`config.mk`:
```
export PLATFORM = sky130hd
export DESIGN_NAME = effect_xfade_slot
export DESIGN_NICKNAME = d
export VERILOG_FILES = /design/src/rtl/effect_xfade_slot.sv
export SDC_FILE = /design/constraint.sdc
export NUM_CORES = 2
export LEC_CHECK = 0
export CAP_MARGIN = 5
export CORE_MARGIN = 4
export CORE_UTILIZATION = 63
export DETAILED_ROUTE_END_ITERATION = 6
export PLACE_DENSITY = 0.85
export SLEW_MARGIN = 20
export SYNTH_ARGS = -nofsm -noshare
export SYNTH_HDL_FRONTEND = slang
export SYNTH_SLANG_ARGS = --single-unit
```
`constraint.sdc`:
```
create_clock -name clk -period 10.4 [get_ports clk]
set_input_delay 2.6 -clock clk [delete_from_list [all_inputs] [get_ports clk]]
set_output_delay 2.6 -clock clk [all_outputs]
set_load 0.01 [all_outputs]
```
`src/rtl/effect_xfade_slot.sv`:
```
// Wraps a fixed-latency effect and crossfades between the dry signal and the effect's wet return.
// The dry path is delayed to line up with the wet path, and the gain ramps over 2^RAMP_LOG2 samples.
module effect_xfade_slot #(
  parameter int DATA_WIDTH = 32,
  parameter int FX_LATENCY = 7,
  parameter int RAMP_LOG2  = 8
) (
  input  logic                         clk,
  input  logic                         rst,
  input  logic                         sample_valid,
  input  logic signed [DATA_WIDTH-1:0] audio_in,
  input  logic                         enable,
  output logic                         fx_in_valid,
  output logic signed [DATA_WIDTH-1:0] fx_in,
  input  logic                         fx_out_valid,
  input  logic signed [DATA_WIDTH-1:0] fx_out,
  output logic signed [DATA_WIDTH-1:0] audio_out,
  output logic                         audio_out_valid,
  output logic [1:0]                   state,
  output logic                         lat_err
);

  localparam int MW = DATA_WIDTH + RAMP_LOG2 + 2;
  localparam logic [RAMP_LOG2:0] FULL  = {1'b1, {RAMP_LOG2{1'b0}}};
  localparam logic [RAMP_LOG2:0] G_ONE = (RAMP_LOG2+1)'(1);

  typedef enum logic [1:0] {
    BYPASS   = 2'd0,
    FADE_IN  = 2'd1,
    WET      = 2'd2,
    FADE_OUT = 2'd3
  } xfade_state_t;

  xfade_state_t state_q, state_nx;
  logic [RAMP_LOG2:0] g_q, g_nx;

  logic                         dv_sr  [FX_LATENCY];
  logic signed [DATA_WIDTH-1:0] dry_sr [FX_LATENCY];
  logic                         dv;
  logic signed [DATA_WIDTH-1:0] dry;

  logic signed [MW-1:0]         wet_x, dry_x, g_x, gc_x, sum_x;
  logic signed [DATA_WIDTH-1:0] mix;

  assign dv  = dv_sr[FX_LATENCY-1];
  assign dry = dry_sr[FX_LATENCY-1];

  // Dry delay line, matched to the effect's latency
  always_ff @(posedge clk or negedge rst) begin
    if (!rst) begin
      for (int unsigned i = 0; i < FX_LATENCY; i++) begin
        dv_sr[i]  <= 1'b0;
        dry_sr[i] <= '0;
      end
    end else begin
      dv_sr[0]  <= sample_valid;
      dry_sr[0] <= audio_in;
      for (int unsigned i = 1; i < FX_LATENCY; i++) begin
        dv_sr[i]  <= dv_sr[i-1];
        dry_sr[i] <= dry_sr[i-1];
      end
    end
  end

  // Wet term is forced to zero in BYPASS so an absent or misbehaving effect cannot leak through
  always_comb begin
    wet_x = (state_q == BYPASS) ? '0 : MW'(fx_out);
    dry_x = MW'(dry);
    g_x   = MW'(g_q);
    gc_x  = MW'(FULL - g_q);
    sum_x = wet_x * g_x + dry_x * gc_x;
    mix   = DATA_WIDTH'(sum_x >>> RAMP_LOG2);
  end

  always_ff @(posedge clk or negedge rst) begin
    if (!rst) begin
      audio_out       <= '0;
      audio_out_valid <= 1'b0;
    end else begin
      audio_out_valid <= dv;
      if (dv) begin
        audio_out <= mix;
      end
    end
  end

  always_ff @(posedge clk or negedge rst) begin
    if (!rst) begin
      state_q <= BYPASS;
      g_q     <= '0;
      lat_err <= 1'b0;
    end else begin
      state_q <= state_nx;
      g_q     <= g_nx;
      if (state_q != BYPASS && fx_out_valid != dv) begin
        lat_err <= 1'b1;
      end
    end
  end

  // Gain steps in the direction of the current state; a reversal only takes effect next cycle
  always_comb begin
    state_nx = state_q;
    g_nx     = g_q;
    case (state_q)
      BYPASS: begin
        g_nx = '0;
        if (enable) state_nx = FADE_IN;
      end
      FADE_IN: begin
        if (dv && g_q != FULL) g_nx = g_q + G_ONE;
        if (!enable)           state_nx = FADE_OUT;
        else if (g_nx == FULL) state_nx = WET;
      end
      WET: begin
        g_nx = FULL;
        if (!enable) state_nx = FADE_OUT;
      end
      FADE_OUT: begin
        if (dv && g_q != '0) g_nx = g_q - G_ONE;
        if (enable)          state_nx = FADE_IN;
        else if (g_nx == '0) state_nx = BYPASS;
      end
      default: begin
        state_nx = BYPASS;
        g_nx     = '0;
      end
    endcase
  end

  always_comb begin
    fx_in_valid = sample_valid;
    fx_in       = audio_in;
    state       = state_q;
  end

endmodule

```
**After elaboration in Yosys (flattened, before gate mapping)**

Index checks and enable logic that the tools add are counted.

- Register bits: 276
- Bits in latches: 0
- RAM bits: 0
- Bits in read-only memories: 0
- Input bits: 69
- Output and inout port bits: 69
- Logic and storage cells: 56
- Memories kept: 0

- Add/sub/neg operators: 4
- Multiply operators: 2
- Divide/modulo/power cells: 0
- Magnitude comparators: 0
- Equal/unequal tests: 10
- Shift-type cells: 0
- Mux-type cells: 13
- Bitwise operators: 0
- Reductions and logical operators: 8

Operator list:

| kind | count |
|---|---|
| $mul 42x10->40 | 1 |
| $mux 42 | 1 |
| $add 40x40->40 | 1 |
| $mul 32x10->40 | 1 |
| $mux 9 | 4 |
| $pmux 9 s4 | 1 |
| $mux 2 | 6 |
| $sub 9x9->10 const A | 1 |
| $add 9x1->9 const B | 1 |
| $eq 9x9->1 const B | 1 |
| $logic_not 9->1 | 1 |
| $ne 9x9->1 const B | 1 |
| $reduce_bool 9->1 | 1 |
| $sub 9x1->9 const B | 1 |
| $pmux 2 s4 | 1 |
| $ne 3x3->1 const B | 2 |
| $eq 2x2->1 const B | 2 |
| $ne 2x2->1 const B | 2 |
| $reduce_and 4->1 | 1 |
| $logic_and 1x1->1 | 3 |
| $eq 2x1->1 const B | 1 |
| $logic_not 2->1 | 1 |
| $reduce_bool 2->1 | 1 |
| $ne 1x1->1 | 1 |

**Logic depth before layout (Yosys ltp)**

- Word-level depth: 8
- Depth in mapped cells: 30
- Depth with buffers taken out: 27

**Least setup slack after synthesis**

OpenSTA, ideal clock, no wires.

- Path type: input to register
- Start point: input port fx_out[7]
- End point: register audio_out[19]
- Setup time: 0.125 ns
- Arrival time: 8.755 ns
- Required time: 10.275 ns
- Slack: 1.520 ns
- Cell stages on the path: 23
- Buffers on the path: 1
- Cells stage by stage: nor2b_1 -> clkbuf_1 -> nand2_1 -> fa_1 -> inv_1 -> fa_1 -> fa_1 -> fa_1 -> fa_1 -> inv_1 -> fa_1 -> inv_1 -> fa_1 -> ha_1 -> and3_4 -> a221o_1 -> a221oi_2 -> and3_1 -> o21ai_2 -> a31o_4 -> a31oi_1 -> xnor2_1 -> mux2_4

- Word-level cells in the longest chain between the ends: 3

RTL lines:

| what | line | text |
|---|---|---|
| start, declared | 16 | `input logic signed [DATA_WIDTH-1:0] fx_out,` |
| $mux 42 | 67 | `wet_x = (state_q == BYPASS) ? '0 : MW'(fx_out);` |
| $mul 42x10->40 | 71 | `sum_x = wet_x * g_x + dry_x * gc_x;` |
| $add 40x40->40 | 71 |  |
| end signal, assigned | 82 | `audio_out <= mix;` |
| end, declared | 17 | `output logic signed [DATA_WIDTH-1:0] audio_out,` |

No other way between the ends.
A chain may end at the register's enable or synchronous reset.

**Worst setup path in the final report**

- Start point: input port fx_out[15]
- End point: register audio_out[27]

Same word-level chain as after synthesis.

==> results.json <==
{
  "track_usage_pct": 28.4,
  "htree_levels": 1,
  "worstPathRequired_ns": 10.88,
  "yosysTopAreaCell": "fa_1",
  "path_class": "in -> reg",
  "hp-class": "reg -> reg",
  "seq_area_frac_synth_pct": 24.5,
  "synth_edf_count": 0,
  "syn_inst": 2697,
  "initial_core_util_pct": 63.8,
  "ys_warn_count": 0,
  "cts-resized-gates": 0,
  "gr-total-overflow": 0,
  "die_area_sq_um": 48200,
  "post_cts_buffers": 0,
  "regToRegStartpoint": "g_q[0]",
  "worst-r2r-setup-slack_ns": 1.25,
  "fmax_ghz": 0.104,
  "routed_via_density": 5.45,
  "die_h_um": 220,
  "drv_slew": 0,
  "cp-start-kind": "input port",
  "rr_endpoint": "audio_out[27]",
  "grt_max_degree": 140,
  "core_sq_um": 44200,
  "rows": 77,
  "hold_viol_final": 0,
  "final_cells": 3363,
  "vias": 18300,
  "cp_max_fo": 9,
  "post-place-cells": 3310,
  "diodes": 0,
  "clk_latency_ns": 0.59,
  "status": "complete, no violations",
  "finClkSkew_ns": 0.0272,
  "drt_iter0_markers": 1174,
  "ant_nets": 0,
  "end_kind": "flip-flop",
  "cts.path.max_buffers": 3,
  "cap_violations": 0,
  "cts_made_buffers": 28,
  "grt_pass1_vias": 21100,
  "drc": 0,
  "reg2reg_depth": 27,
  "wl_um": 63800,
  "wire_per_inst_um": 19.0,
  "synth.distinct_cells": 63,
  "cts_sinks": 276,
  "max-slew-margin-rel_pct": 19.5,
  "antenna_found_initial": 0,
  "clockRootBuffer": "clkbuf_16",
  "dr.pass1.iters": 5,
  "synth_nets": 3466,
  "pre_cts_ws_ns": 0.371,
  "finalCritPeriodShare_pct": 92.8,
  "holdPathStages": 0,
  "place.gp.congestion": 0.950,
  "arrival_ns": 10.13,
  "die_width_um": 220,
  "fin_ws_ns": 0.746,
  "grt_pass1_wl_um": 107000,
  "period_minus_slack_ns": 9.65,
  "postLayoutCellArea_sq_um": 31000,
  "dpl.hpwl_um": 49900,
  "min_to": "dry_sr[139]",
  "synth_area_leaders": "fa_1 40%, dfrtp_1 24%, inv_1 7.9%, ha_1 6.3%, and2_1 4.9%",
  "synth.avg_cell_area_sq_um": 10.5,
  "nNetsFinal": 3518,
  "finalSetupViolations": 0,
  "hp-start": "dry_sr[171]",
  "rsz0062_at_grt": "false",
  "synthFlopType": "dfrtp_1",
  "tns_ns": 0,
  "syn_to_final_growth_pct": 9.80,
  "synthTopCellsByCount": "596 x inv_1, 558 x fa_1, 346 x nand2_1",
  "netlist.area_leader.share_pct": 39.6,
  "async_flop_share_pct": 100,
  "synth-seq-cells": 276,
  "portBuffers": 137,
  "synth_most_common_cell": "inv_1",
  "cts_hold_buf": 0,
  "placed_area_sq_um": 30100,
  "worst_slew_pin_slew_ns": 1.21,
  "cts.clk_slew.worst_paths_ns": 0.06,
  "io_pins": 138,
  "drive_gt1_share_pct": 5.41,
  "cts_tree": "done",
  "syn_area_sq_um": 28200
}
## cell type report
type / instances / area (sq um)
timing repair buffer: 189 / 1800
clock inverter: 15 / 121
inverter: 597 / 2240
sequential: 276 / 6910
multi-input combinational: 1657 / 18400
tap: 592 / 741
fill: 3080 / 13200
clock buffer: 37 / 754
## worst max-delay path, cell delays in order
cell	delay, ns
clkdlybuf4s50_1	0.47
nor2b_1	0.60
nand2_1	0.19
fa_1	0.55
fa_1	0.51
fa_1	0.58
inv_1	0.07
fa_1	0.45
fa_1	0.44
fa_1	0.51
inv_1	0.05
fa_1	0.48
inv_1	0.05
ha_1	0.34
a21oi_1	0.17
nor2b_1	0.06
o21ai_0	0.45
a21oi_1	0.23
a221o_1	0.39
a31oi_1	0.31
o21ai_1	0.19
xor2_1	0.17
mux2_2	0.27
## cells in the final DEF (no fill, tap or decap), types with 12 or more instances in the layout
cell type / Yosys / final
inv_1: 596 / 596
fa_1: 558 / 558
nand2_1: 346 / 346
dfrtp_1: 276 / 271
and2_1: 223 / 223
ha_1: 142 / 142
clkdlybuf4s50_1: 0 / 136
nor2b_1: 58 / 58
nor2_1: 52 / 52
xnor2_1: 52 / 50
buf_4: 33 / 50
a21oi_1: 38 / 38
clkbuf_16: 0 / 28
mux2_2: 21 / 21
o21ai_0: 16 / 16
xor2_1: 16 / 13
nand3_1: 12 / 12
a21o_1: 12 / 12
## logic make-up after synthesis
family	Yosys count	share of synthesized area (%)
flip-flops	276	24.5
buffers and inverters	764	10.6
AND/OR/NAND/NOR	740	12.9
AO/OA/AOI/OAI	125	3.05
adder cells (fa/ha/maj)	700	45.9
multiplexers	24	0.980
XOR/XNOR	68	2.11
## worst max path at each step
stage	startpoint	end	slack [ns]	cells after the start
floorplan	fx_out[7]	audio_out[19]	1.52	23
global placement	fx_out[15]	audio_out[27]	0.51	23
detailed placement	fx_out[15]	audio_out[27]	0.37	23
CTS	fx_out[15]	audio_out[27]	0.90	23
global route	fx_out[15]	audio_out[27]	0.40	23
finish	fx_out[15]	audio_out[27]	0.75	23
## per-stage QoR
| step | hold WS (ns) | util [%] |
|---|---|---|
| after floorplan | 0.331 | - |
| after global placement | 0.331 | 68.0 |
| after detailed placement | 0.335 | 68.0 |
| after CTS | 0.343 | 70.0 |
| after global routing | 0.351 | 70.1 |
| final | 0.343 | 70.1 |
## routing by layer
layer	up-vias	track usage [%]	wire [um]
li1	7895	-	-
met4	0	12.0	3170
met3	233	7.72	6360
met5	-	0	0
met1	9316	35.5	23300
met2	883	47.2	31100
## flip-flops by register name, indices dropped and copies added, names as in the netlist
register,flops
audio_out,32
audio_out_valid,1
dry,32
dry_sr,192
dv,1
dv_sr,6
g_q,9
lat_err,1
state,2
Power is not shown: default switching activity piles up to over one toggle a cycle in this logic, so the estimate is an artifact.
